==> config.mk <==
export PLATFORM = sky130hd
export DESIGN_NAME = rf_wport_scheduler
export DESIGN_NICKNAME = d
export VERILOG_FILES = /design/src/rtl/rf_wport_scheduler_pkg.sv /design/src/rtl/rf_wport_scheduler_rr_multi_grant.sv /design/src/rtl/rf_wport_scheduler.sv
export SDC_FILE = /design/constraint.sdc
export NUM_CORES = 1
export LEC_CHECK = 0
export CORE_ASPECT_RATIO = 2
export CORE_MARGIN = 1.5
export CORE_UTILIZATION = 30
export CTS_CLUSTER_SIZE = 12
export DETAILED_ROUTE_END_ITERATION = 12
export PLACE_DENSITY = 0.68
export SYNTH_ARGS = -nofsm -noshare
export SYNTH_HDL_FRONTEND = slang
export SYNTH_SLANG_ARGS = --single-unit
==> constraint.sdc <==
create_clock -name clk -period 5.44 [get_ports clk]
set_input_delay 0.816 -clock clk [delete_from_list [all_inputs] [get_ports clk]]
set_output_delay 0.816 -clock clk [all_outputs]
set_load 0.03 [all_outputs]
==> src/rtl/rf_wport_scheduler_pkg.sv <==
// Shared definitions for the register-file write-port scheduler.
package rf_wport_scheduler_pkg;

  // Scheduler operating mode: zero-clearing the RF, or servicing lane requests.
  typedef enum logic {
    ST_CLEAR = 1'b0,
    ST_RUN   = 1'b1
  } rf_state_t;

  localparam int unsigned RF_DEF_MEMD  = 16;
  localparam int unsigned RF_DEF_DATAW = 64;

  // Width of an index that can name any of n items (at least one bit).
  function automatic int unsigned idx_width(input int unsigned n);
    return (n > 1) ? $clog2(n) : 1;
  endfunction

endpackage

==> src/rtl/rf_wport_scheduler_rr_multi_grant.sv <==
// Rotating-priority picker: grants up to nWPORTS candidate lanes per cycle,
// scanning from i_ptr and wrapping modulo nREQ.
module rr_multi_grant
  import rf_wport_scheduler_pkg::*;
#(
  parameter int unsigned nREQ    = 4,
  parameter int unsigned nWPORTS = 2,
  parameter int unsigned PTRW    = idx_width(nREQ)
) (
  input  logic [nREQ-1:0]         i_cand,
  input  logic [PTRW-1:0]         i_ptr,
  output logic [nREQ-1:0]         o_grant,
  output logic [nWPORTS-1:0]      o_port_vld,
  output logic [nWPORTS*PTRW-1:0] o_port_lane,
  output logic [PTRW-1:0]         o_next_ptr
);

  localparam int unsigned PW = idx_width(nWPORTS);

  logic [PTRW-1:0] w_lane [nWPORTS];

  // Walk the lanes in rotated order; the k-th granted lane lands on port k.
  always_comb begin : p_pick
    int unsigned     cnt;
    logic [PTRW-1:0] idx;
    logic [PTRW-1:0] last;
    logic            any;
    o_grant    = '0;
    o_port_vld = '0;
    for (int unsigned k = 0; k < nWPORTS; k++) w_lane[k] = '0;
    cnt  = 0;
    idx  = '0;
    last = '0;
    any  = 1'b0;
    for (int unsigned off = 0; off < nREQ; off++) begin
      idx = PTRW'((32'(i_ptr) + off) % nREQ);
      if (i_cand[idx] && (cnt < nWPORTS)) begin
        o_grant[idx]           = 1'b1;
        o_port_vld[cnt[PW-1:0]] = 1'b1;
        w_lane[cnt[PW-1:0]]     = idx;
        cnt  = cnt + 1;
        last = idx;
        any  = 1'b1;
      end
    end
    o_next_ptr = any ? PTRW'((32'(last) + 1) % nREQ) : i_ptr;
  end

  for (genvar g = 0; g < nWPORTS; g++) begin : g_pack
    assign o_port_lane[g*PTRW +: PTRW] = w_lane[g];
  end

endmodule

==> src/rtl/rf_wport_scheduler.sv <==
// Write-port scheduler for the multi-ported register file and its LVT:
// coalesces same-address lane requests, shares ports round-robin, and
// zero-clears the whole RF after reset.
module rf_wport_scheduler
  import rf_wport_scheduler_pkg::*;
#(
  parameter int unsigned MEMD           = RF_DEF_MEMD,
  parameter int unsigned DATAW          = RF_DEF_DATAW,
  parameter int unsigned nREQ           = 4,
  parameter int unsigned nWPORTS        = 2,
  parameter bit          CLEAR_ON_RESET = 1'b1,
  parameter int unsigned ADDRW          = $clog2(MEMD)
) (
  input  logic                     clk,
  input  logic                     rst,
  input  logic [nREQ-1:0]          req_valid,
  input  logic [ADDRW*nREQ-1:0]    req_addr,
  input  logic [DATAW*nREQ-1:0]    req_data,
  output logic [nREQ-1:0]          req_ready,
  output logic [nWPORTS-1:0]       WEnb,
  output logic [ADDRW*nWPORTS-1:0] WAddr,
  output logic [DATAW*nWPORTS-1:0] WData,
  output logic                     init_busy
);

  localparam int unsigned PTRW = idx_width(nREQ);

  rf_state_t                r_state, w_state_nxt;
  logic [ADDRW-1:0]         r_clr_cnt, w_clr_nxt;
  logic [PTRW-1:0]          r_rr_ptr;
  logic                     r_busy;
  logic [nWPORTS-1:0]       r_wenb, w_wenb_nxt;
  logic [ADDRW*nWPORTS-1:0] r_waddr, w_waddr_nxt;
  logic [DATAW*nWPORTS-1:0] r_wdata, w_wdata_nxt;

  logic [ADDRW-1:0]         w_laddr [nREQ];
  logic [DATAW-1:0]         w_ldata [nREQ];
  logic [PTRW-1:0]          w_plane [nWPORTS];
  logic [nREQ-1:0]          w_super;
  logic [nREQ-1:0]          w_cand;
  logic [nREQ-1:0]          w_grant;
  logic [nWPORTS-1:0]       w_port_vld;
  logic [nWPORTS*PTRW-1:0]  w_port_lane;
  logic [PTRW-1:0]          w_next_ptr;

  for (genvar g = 0; g < nREQ; g++) begin : g_lane
    assign w_laddr[g] = req_addr[g*ADDRW +: ADDRW];
    assign w_ldata[g] = req_data[g*DATAW +: DATAW];
  end

  for (genvar g = 0; g < nWPORTS; g++) begin : g_port
    assign w_plane[g] = w_port_lane[g*PTRW +: PTRW];
  end

  // Coalesce: a valid lane loses to any later valid lane with the same address.
  always_comb begin
    w_super = '0;
    for (int unsigned i = 0; i < nREQ; i++) begin
      for (int unsigned j = i + 1; j < nREQ; j++) begin
        if (req_valid[i] && req_valid[j] && (w_laddr[i] == w_laddr[j])) w_super[i] = 1'b1;
      end
    end
  end

  assign w_cand = ((r_state == ST_RUN) && !rst) ? (req_valid & ~w_super) : '0;

  rr_multi_grant #(
    .nREQ    (nREQ),
    .nWPORTS (nWPORTS),
    .PTRW    (PTRW)
  ) u_pick (
    .i_cand      (w_cand),
    .i_ptr       (r_rr_ptr),
    .o_grant     (w_grant),
    .o_port_vld  (w_port_vld),
    .o_port_lane (w_port_lane),
    .o_next_ptr  (w_next_ptr)
  );

  // Ack granted lanes and any lane superseded by a lane granted this cycle.
  always_comb begin
    req_ready = w_grant;
    for (int unsigned i = 0; i < nREQ; i++) begin
      for (int unsigned j = i + 1; j < nREQ; j++) begin
        if (w_super[i] && req_valid[j] && (w_laddr[i] == w_laddr[j]) && w_grant[j])
          req_ready[i] = 1'b1;
      end
    end
  end

  // Next state and clear address.
  always_comb begin
    w_state_nxt = r_state;
    w_clr_nxt   = r_clr_cnt;
    case (r_state)
      ST_CLEAR: begin
        w_clr_nxt = r_clr_cnt + 1'b1;
        if (r_clr_cnt == ADDRW'(MEMD - 1)) begin
          w_state_nxt = ST_RUN;
          w_clr_nxt   = '0;
        end
      end
      ST_RUN:   w_state_nxt = ST_RUN;
      default:  w_state_nxt = ST_RUN;
    endcase
  end

  // Next values of the write-port registers: a clear write, or the granted lanes.
  always_comb begin
    w_wenb_nxt  = '0;
    w_waddr_nxt = '0;
    w_wdata_nxt = '0;
    if (r_state == ST_CLEAR) begin
      w_wenb_nxt[0]           = 1'b1;
      w_waddr_nxt[ADDRW-1:0]  = r_clr_cnt;
    end else begin
      for (int unsigned k = 0; k < nWPORTS; k++) begin
        if (w_port_vld[k]) begin
          w_wenb_nxt[k]                  = 1'b1;
          w_waddr_nxt[k*ADDRW +: ADDRW]  = w_laddr[w_plane[k]];
          w_wdata_nxt[k*DATAW +: DATAW]  = w_ldata[w_plane[k]];
        end
      end
    end
  end

  // State, clear counter, round-robin pointer and registered write ports.
  // init_busy is registered so it stays high for the cycle in which the last
  // clear write is on the ports, i.e. it covers every visible clear write.
  always_ff @(posedge clk) begin
    if (rst) begin
      r_state   <= CLEAR_ON_RESET ? ST_CLEAR : ST_RUN;
      r_clr_cnt <= '0;
      r_rr_ptr  <= '0;
      r_busy    <= CLEAR_ON_RESET;
      r_wenb    <= '0;
      r_waddr   <= '0;
      r_wdata   <= '0;
    end else begin
      r_state   <= w_state_nxt;
      r_clr_cnt <= w_clr_nxt;
      r_busy    <= (r_state == ST_CLEAR);
      r_wenb    <= w_wenb_nxt;
      r_waddr   <= w_waddr_nxt;
      r_wdata   <= w_wdata_nxt;
      if (r_state == ST_RUN) r_rr_ptr <= w_next_ptr;
    end
  end

  assign WEnb      = r_wenb;
  assign WAddr     = r_waddr;
  assign WData     = r_wdata;
  assign init_busy = r_busy;

endmodule
==> results_dict.tcl, run 1 <==
set metrics [dict create \
    hpwl_um 37600 \
    slew-limit-headroom_pct 33.6 \
    synth_edf_count 0 \
    grt_usage_pct 26.1 \
    cp-start-kind "input pin" \
    row_count 100 \
    num_vias 13648 \
    grt_antenna_before_repair 15 \
    design.final.nets 1911 \
    holdBufCountCts 0 \
    worst_pin_slew_ns 0.994 \
    min_period_ns 5.23 \
    critPathTopFamily "compound AO/OA/AOI/OAI gates" \
    remaining_drc_errors 0 \
    ys_ff_latch 146 \
    dr.pass1.iters 5 \
    finClkSkew_ns 0.0115 \
    antenna_left 0 \
    worstPathCellList "clkdlybuf4s50_1 -> nor2b_1 -> a2111o_1 -> nor3_4 -> nor4_4 -> o31ai_4 -> inv_2 -> ha_1 -> inv_1 -> nand4_1 -> a31oi_4 -> nand2_1 -> nand2_1 -> a22o_1 -> a221o_1 -> buf_4" \
    netlist_top_cells_area "dfxtp_1 (26%), o221ai_1 (20%), mux2i_1 (12%), o2bb2ai_1 (5.1%), a2bb2oi_1 (4.8%)" \
    crit_fanout 6 \
    crit_slowest_cell "clkdlybuf4s50_1" \
    tns_ns 0 \
    ios 421 \
    synth_cell_types 76 \
    synthCells 1283 \
    min_period_over_period_pct 96.1 \
    cp_num_buf_inv 4 \
    ys_warn_count 0 \
    hold_path_class "reg -> reg" \
    grt_setup_unrepaired "false" \
    die_area_um2 39000 \
    pre_cts_ws_ns 0.0484 \
    synth_most_common_cell "o221ai_1" \
    io_buffers 420 \
    hold_viol 0 \
    core_um2 37300 \
    clock_latency_ns 0.45 \
    fillers 3623 \
    routabilityCongestion 0.894 \
    final-max-slew-violation-count 0 \
    fmaxAchievable_mhz 191 \
    leakagePower_nw 5.43 \
    die_w_um 140 \
    outcome "finished, final reports clean" \
    seq_area_frac_synth_pct 25.8 \
    chipHeight_um 278 \
    synth_flop_cell "dfxtp_1" \
    post-cts-setup-buffers 0 \
    post_drt_wl_per_cell_um 25.2 \
    drive_gt1_share_pct 8.12 \
    htreeDepth 4 \
    critPathKind "in -> out" \
    grt_max_degree 95 \
    synthArstFlopShare_pct 0 \
    initialDrtViolationCount 1234 \
    crit_top_cell "nand2_1" \
    multi_input_area_um2 7710 \
    ff_latch_area_um2 2930 \
    synth_area_per_cell_um2 8.84 \
    synth_top_cell_area_share_pct 25.8 \
    grt_pass1_wl_um 79700 \
    clk_path_buf_depth 2 \
    initial_core_util_pct 30.4 \
    finalSetupViolations 0 \
    layout.cells.non_filler 2110 \
    hold_ws_ns 0.553 \
    area_growth_pct 47.3 \
    cts_buffers 17 \
    cp_data_arrival_time_ns 4.41 \
    overflow 0 \
    grt_pass1_vias 13693 \
    clkSinkCount 146 \
    ctsRootBufferMaster "clkbuf_16" \
    power_per_cell_area_nw_per_um2 560 \
    setup_slack_ns 0.211 \
    wirelength_um 53100 \
    syn_area_um2 11300 \
    synth_fp_nets 1569 \
    slowest_delay_ns 0.54 \
    synth_area_leader_cell "dfxtp_1" \
    peakVddDrop_mv 0.296 \
    synthTopCellsByCount "o221ai_1 (258), dfxtp_1 (146), mux2i_1 (139), clkbuf_1 (85), o22ai_1 (78)" \
    cts_tree "yes" \
    path_clk_slew_ns 0.07 \
    worstSetupEndpointType "output pin" \
    required_ns 4.62 \
    dp_cells 2065 \
    viasPerCell 6.47 \
    drv_cap 0 \
]
final cells by class:
| class | instances | share of cell area, % |
|---|---|---|
| repair buffers | 485 | 29.2 |
| multi-input cells | 965 | 46.1 |
| flip-flops and latches | 146 | 17.5 |
| inverters | 10 | 0.240 |
| diodes | 14 | 0.210 |
| clock inverters | 13 | 0.674 |
| well taps | 459 | 3.44 |
| clock buffers | 18 | 2.63 |
cells in the final DEF, fill, tap and decap left out, drive strengths merged, types with 13 or more instances in the layout:
cell type and instances:
nand2 44, clkbuf 18, o221ai 258, buf 69
nor2 18, o22ai 78, and2 68, xor2 13
a2bb2oi 62, clkdlybuf4s50 416, a21oi 19, diode 14
dfxtp 146, mux2i 139, o2bb2ai 66, o21ai 84
flip-flops by register name, summed over array words and instances (netlist names):
name / count
WData: 128
WAddr: 8
r_clr_cnt: 4
WEnb: 2
r_rr_ptr: 2
init_busy: 1
r_state: 1
repair_timing:
action                                 4_1_cts  5_1_grt
resized for setup                            0        2
setup endpoints to repair                    0        3
endpoints found under the hold margin        0        0
logic make-up after synthesis:
family          count (synthesis)  synth area share, %
xor+xnor                       25                 1.93
flops                         146                 25.8
compound gates                620                 43.2
buf+inv                       172                 7.32
fa+ha+maj                       8                0.883
simple gates                  171                 8.39
mux                           141                 12.5
path summary, 6_finish.rpt:
path	from	to	slack [ns]	depth (start not counted)
max	req_addr[1]	req_ready[0]	0.21	16
max reg2reg	r_rr_ptr[1]$_SDFFE_PP0P_	WData[46]$_SDFF_PP0_	0.90	13
min	r_clr_cnt[1]$_SDFFE_PP0N_	WAddr[1]$_SDFF_PP0_	0.55	2
min reg2reg	r_clr_cnt[1]$_SDFFE_PP0N_	WAddr[1]$_SDFF_PP0_	0.55	2
metrics by stage:
step / total power [W] / util [%] / instance area [µm²]
after floorplan: 0.00593 / - / 11300
after global placement: 0.00798 / 43.2 / 16100
after detailed placement: 0.00814 / 43.2 / 16100
after CTS: 0.00933 / 44.7 / 16700
after global routing: 0.00984 / 44.8 / 16700
final: 0.00935 / 44.8 / 16700
metal layers:
metal | share of wire [%] | global-route usage, % | vias to the layer above
li1 | - | - | 6011
met1 | 35 | 27.2 | 6594
met2 | 52 | 47.2 | 825
met3 | 6.6 | 4.40 | 214
met4 | 6.6 | 18.2 | 4
met5 | 0.041 | 0 | -
power breakdown:
group / switching [W] / internal, W
logic: 0.00380 / 0.00275
clock network: 0.000538 / 0.000639
registers: 0.000191 / 0.00144
total: 0.00453 / 0.00482
worst min-delay path, delay by kind of cell, from the launching register on:
family / cells / cell delay (ns)
AO/OA/AOI/OAI: 1 / 0.06
flip-flops: 1 / 0.36
AND/OR/NAND/NOR: 1 / 0.09
Note: power is estimated with default switching activity, not from simulation.
==> inputs of run 2 (changes only) <==
--- a/config.mk
+++ b/config.mk
@@ -5,6 +5,8 @@
 export SDC_FILE = /design/constraint.sdc
 export NUM_CORES = 1
 export LEC_CHECK = 0
+export ABC_AREA = 0
+export ABC_CLOCK_PERIOD_IN_PS = 5440
 export CORE_ASPECT_RATIO = 2
 export CORE_MARGIN = 1.5
 export CORE_UTILIZATION = 30
==> results of run 2 <==
No change in the layout: final DEF, timing and power equal those of run 1.
==> inputs of run 3 (changes only) <==
--- a/config.mk
+++ b/config.mk
@@ -12,7 +12,7 @@
 export CORE_UTILIZATION = 30
 export CTS_CLUSTER_SIZE = 12
 export DETAILED_ROUTE_END_ITERATION = 12
-export PLACE_DENSITY = 0.68
+export PLACE_DENSITY = 0.58
 export SYNTH_ARGS = -nofsm -noshare
 export SYNTH_HDL_FRONTEND = slang
 export SYNTH_SLANG_ARGS = --single-unit
==> results_dict.tcl, run 3 (same netlist as run 1, synthesis figures left out) <==
set metrics [dict create \
    num_vias 13333 \
    row_count 100 \
    clkSinkCount 146 \
    cts_buffers 17 \
    reg2reg_setup_slack_ns 1.05 \
    critPathKind "in -> out" \
    remaining_drc_errors 0 \
    fillers 3665 \
    routabilityCongestion 0.940 \
    final-max-slew-violation-count 0 \
    clk_path_buf_depth 2 \
    worstSetupEndpoint "req_ready[0]" \
    die_area_um2 39000 \
    io_buffers 420 \
    core_um2 37300 \
    drive_gt1_share_pct 7.83 \
    min_period_ns 5.24 \
    switching_share_pct 47.9 \
    wirelength_um 54600 \
    ff_latch_area_um2 2930 \
    met2_length_um 29100 \
    cts_tree "yes" \
    design.final.nets 1908 \
    overflow 0 \
    worstPathCellList "clkdlybuf4s50_1 -> inv_1 -> a2111o_1 -> nor3_4 -> nor4_4 -> o31ai_4 -> inv_2 -> ha_1 -> buf_4 -> inv_1 -> nand4_1 -> a31oi_2 -> nand2_1 -> nand2_1 -> a22o_1 -> a221o_1 -> buf_4" \
    rr_endpoint "WData[114]$_SDFF_PP0_" \
    slew-limit-headroom_pct 39.9 \
    fin_area_um2 16800 \
    clkPwrFrac_pct 13.1 \
    combPwrFrac_pct 70.5 \
    crit_fanout 7 \
    ctsRootBufferMaster "clkbuf_16" \
    multi_input_area_um2 7700 \
    holdBufCountCts 0 \
    crit-reg2reg-launch "r_rr_ptr[1]$_SDFFE_PP0P_" \
    cp-start-kind "input pin" \
    layout_commonest_cell "clkdlybuf4s50_1" \
    finalSetupViolations 0 \
    holdCritStartpoint "r_clr_cnt[3]$_SDFFE_PP0N_" \
    drt-met1-wl_um 19800 \
    viasPerCell 6.32 \
    worstSetupEndpointType "output pin" \
    r2r_cells 14 \
    slowest_delay_ns 0.65 \
    startpoint "req_addr[2]" \
    power_per_cell_area_nw_per_um2 567 \
    grt_pass1_vias 13327 \
    leakagePower_nw 5.46 \
    placed_cell_area_um2 16200 \
    path_clk_slew_ns 0.06 \
    fmaxAchievable_mhz 191 \
    drv_cap 0 \
    crit_slowest_cell "clkdlybuf4s50_1" \
    initial_core_util_pct 30.4 \
    switching_power_w 0.00457 \
    dr.pass1.iters 5 \
    chipHeight_um 278 \
    worst_pin_slew_ns 0.901 \
    hpwl_um 38000 \
    grt_antenna_before_repair 14 \
    die_w_um 140 \
    grt_pass1_wl_um 81100 \
    internal_power_w 0.00497 \
    htreeDepth 4 \
    post_drt_wl_per_cell_um 25.9 \
    clock_latency_ns 0.45 \
    tns_ns 0 \
    grt_usage_pct 26.9 \
    grt_max_degree 77 \
    initialDrtViolationCount 970 \
    peakVddDrop_mv 0.366 \
    hold_viol 0 \
    antenna_left 0 \
    cp_data_arrival_time_ns 4.43 \
    finClkSkew_ns 0.0127 \
    required_ns 4.62 \
    top_layer_used "met4" \
    layout_common_cells "clkdlybuf4s50_1 (416), o221ai_1 (258), dfxtp_1 (145), mux2i_1 (139), o22ai_1 (78)" \
    seqPwrFrac_pct 16.5 \
    ios 421 \
    min_period_over_period_pct 96.4 \
    largest_reg_flops 128 \
    grt_setup_unrepaired "false" \
    hold_path_class "reg -> reg" \
    area_growth_pct 48.4 \
    outcome "finished, final reports clean" \
    wl_met3_um 3120 \
]
-- run 3: cell types whose count changed in the layout (fill, tap and decap cells not counted) --
cell | before | now
diode_2 | 14 | 15
a31oi_4 | 1 | 0
bufinv_16 | 1 | 2
clkbuf_1 | 0 | 3
a31oi_2 | 0 | 1
buf_4 | 54 | 41
clkinvlp_4 | 2 | 3
clkinv_2 | 6 | 2
buf_12 | 15 | 25
-- run 3: power by group through the flow --
stage | Clock, W | Combinational [W] | Sequential (W)
3_5_place_dp | 0 | 0.00668 | 0.00160
5_1_grt | 0.00130 | 0.00715 | 0.00160
2_1_floorplan | 0 | 0.00375 | 0.00218
3_3_place_gp | 0 | 0.00659 | 0.00160
4_1_cts | 0.00126 | 0.00671 | 0.00158
6_report | 0.00124 | 0.00672 | 0.00157
-- run 3: worst max-delay path: cells and delay by family --
family / cells / cell delay, ns
AOI/OAI and AO/OA: 5 / 1.38
buffers and inverters: 6 / 1.27
and+or+nand+nor: 5 / 0.74
adders and majority gates: 1 / 0.22
-- run 3: final cells by class --
| type | count | share of cell area [%] |
|---|---|---|
| flip-flops and latches | 146 | 17.4 |
| diodes | 15 | 0.223 |
| well taps | 459 | 3.41 |
| clock buffers | 21 | 2.68 |
| multi-input cells | 965 | 45.7 |
| repair buffers | 482 | 29.5 |
| clock inverters | 11 | 0.773 |
| inverters | 10 | 0.238 |
-- run 3: through the flow --
stage | setup slack [ns] | total power (W) | std cells | hold WS (ns) | util (%)
5_1_grt | 0.00650 | 0.0100 | 2108 | 0.599 | 45.1
2_1_floorplan | 0.260 | 0.00593 | 1283 | 0.497 | -
4_1_cts | 0.189 | 0.00955 | 2094 | 0.552 | 45.0
3_3_place_gp | 0.245 | 0.00819 | 2062 | 0.531 | 43.5
6_report | 0.195 | 0.00953 | 2109 | 0.549 | 45.1
3_5_place_dp | 0.193 | 0.00828 | 2062 | 0.544 | 43.5
-- run 3: repair_timing --
action,4_1_cts,5_1_grt
endpoints found under the setup margin,0,1
endpoints found under the hold margin,0,0
resized for setup,0,1
buffers inserted,0,0
-- run 3: how the worst min path moves through the flow --
stage                                            to  slack (ns)  depth (start not counted)
final                     r_clr_cnt[3]$_SDFFE_PP0N_        0.55                          2
after global routing             WEnb[0]$_SDFF_PP0_        0.60                          1
after CTS                       WAddr[3]$_SDFF_PP0_        0.55                          2
after detailed placement  r_clr_cnt[3]$_SDFFE_PP0N_        0.54                          2
after global placement    r_clr_cnt[3]$_SDFFE_PP0N_        0.53                          2
after floorplan           r_clr_cnt[3]$_SDFFE_PP0N_        0.50                          2
-- run 3: metal layers --
layer  up-vias  track usage (%)
li1       6013                -
met2       645             49.2
met4         0             15.8
met3       129             3.89
met1      6546             29.1
met5         -                0
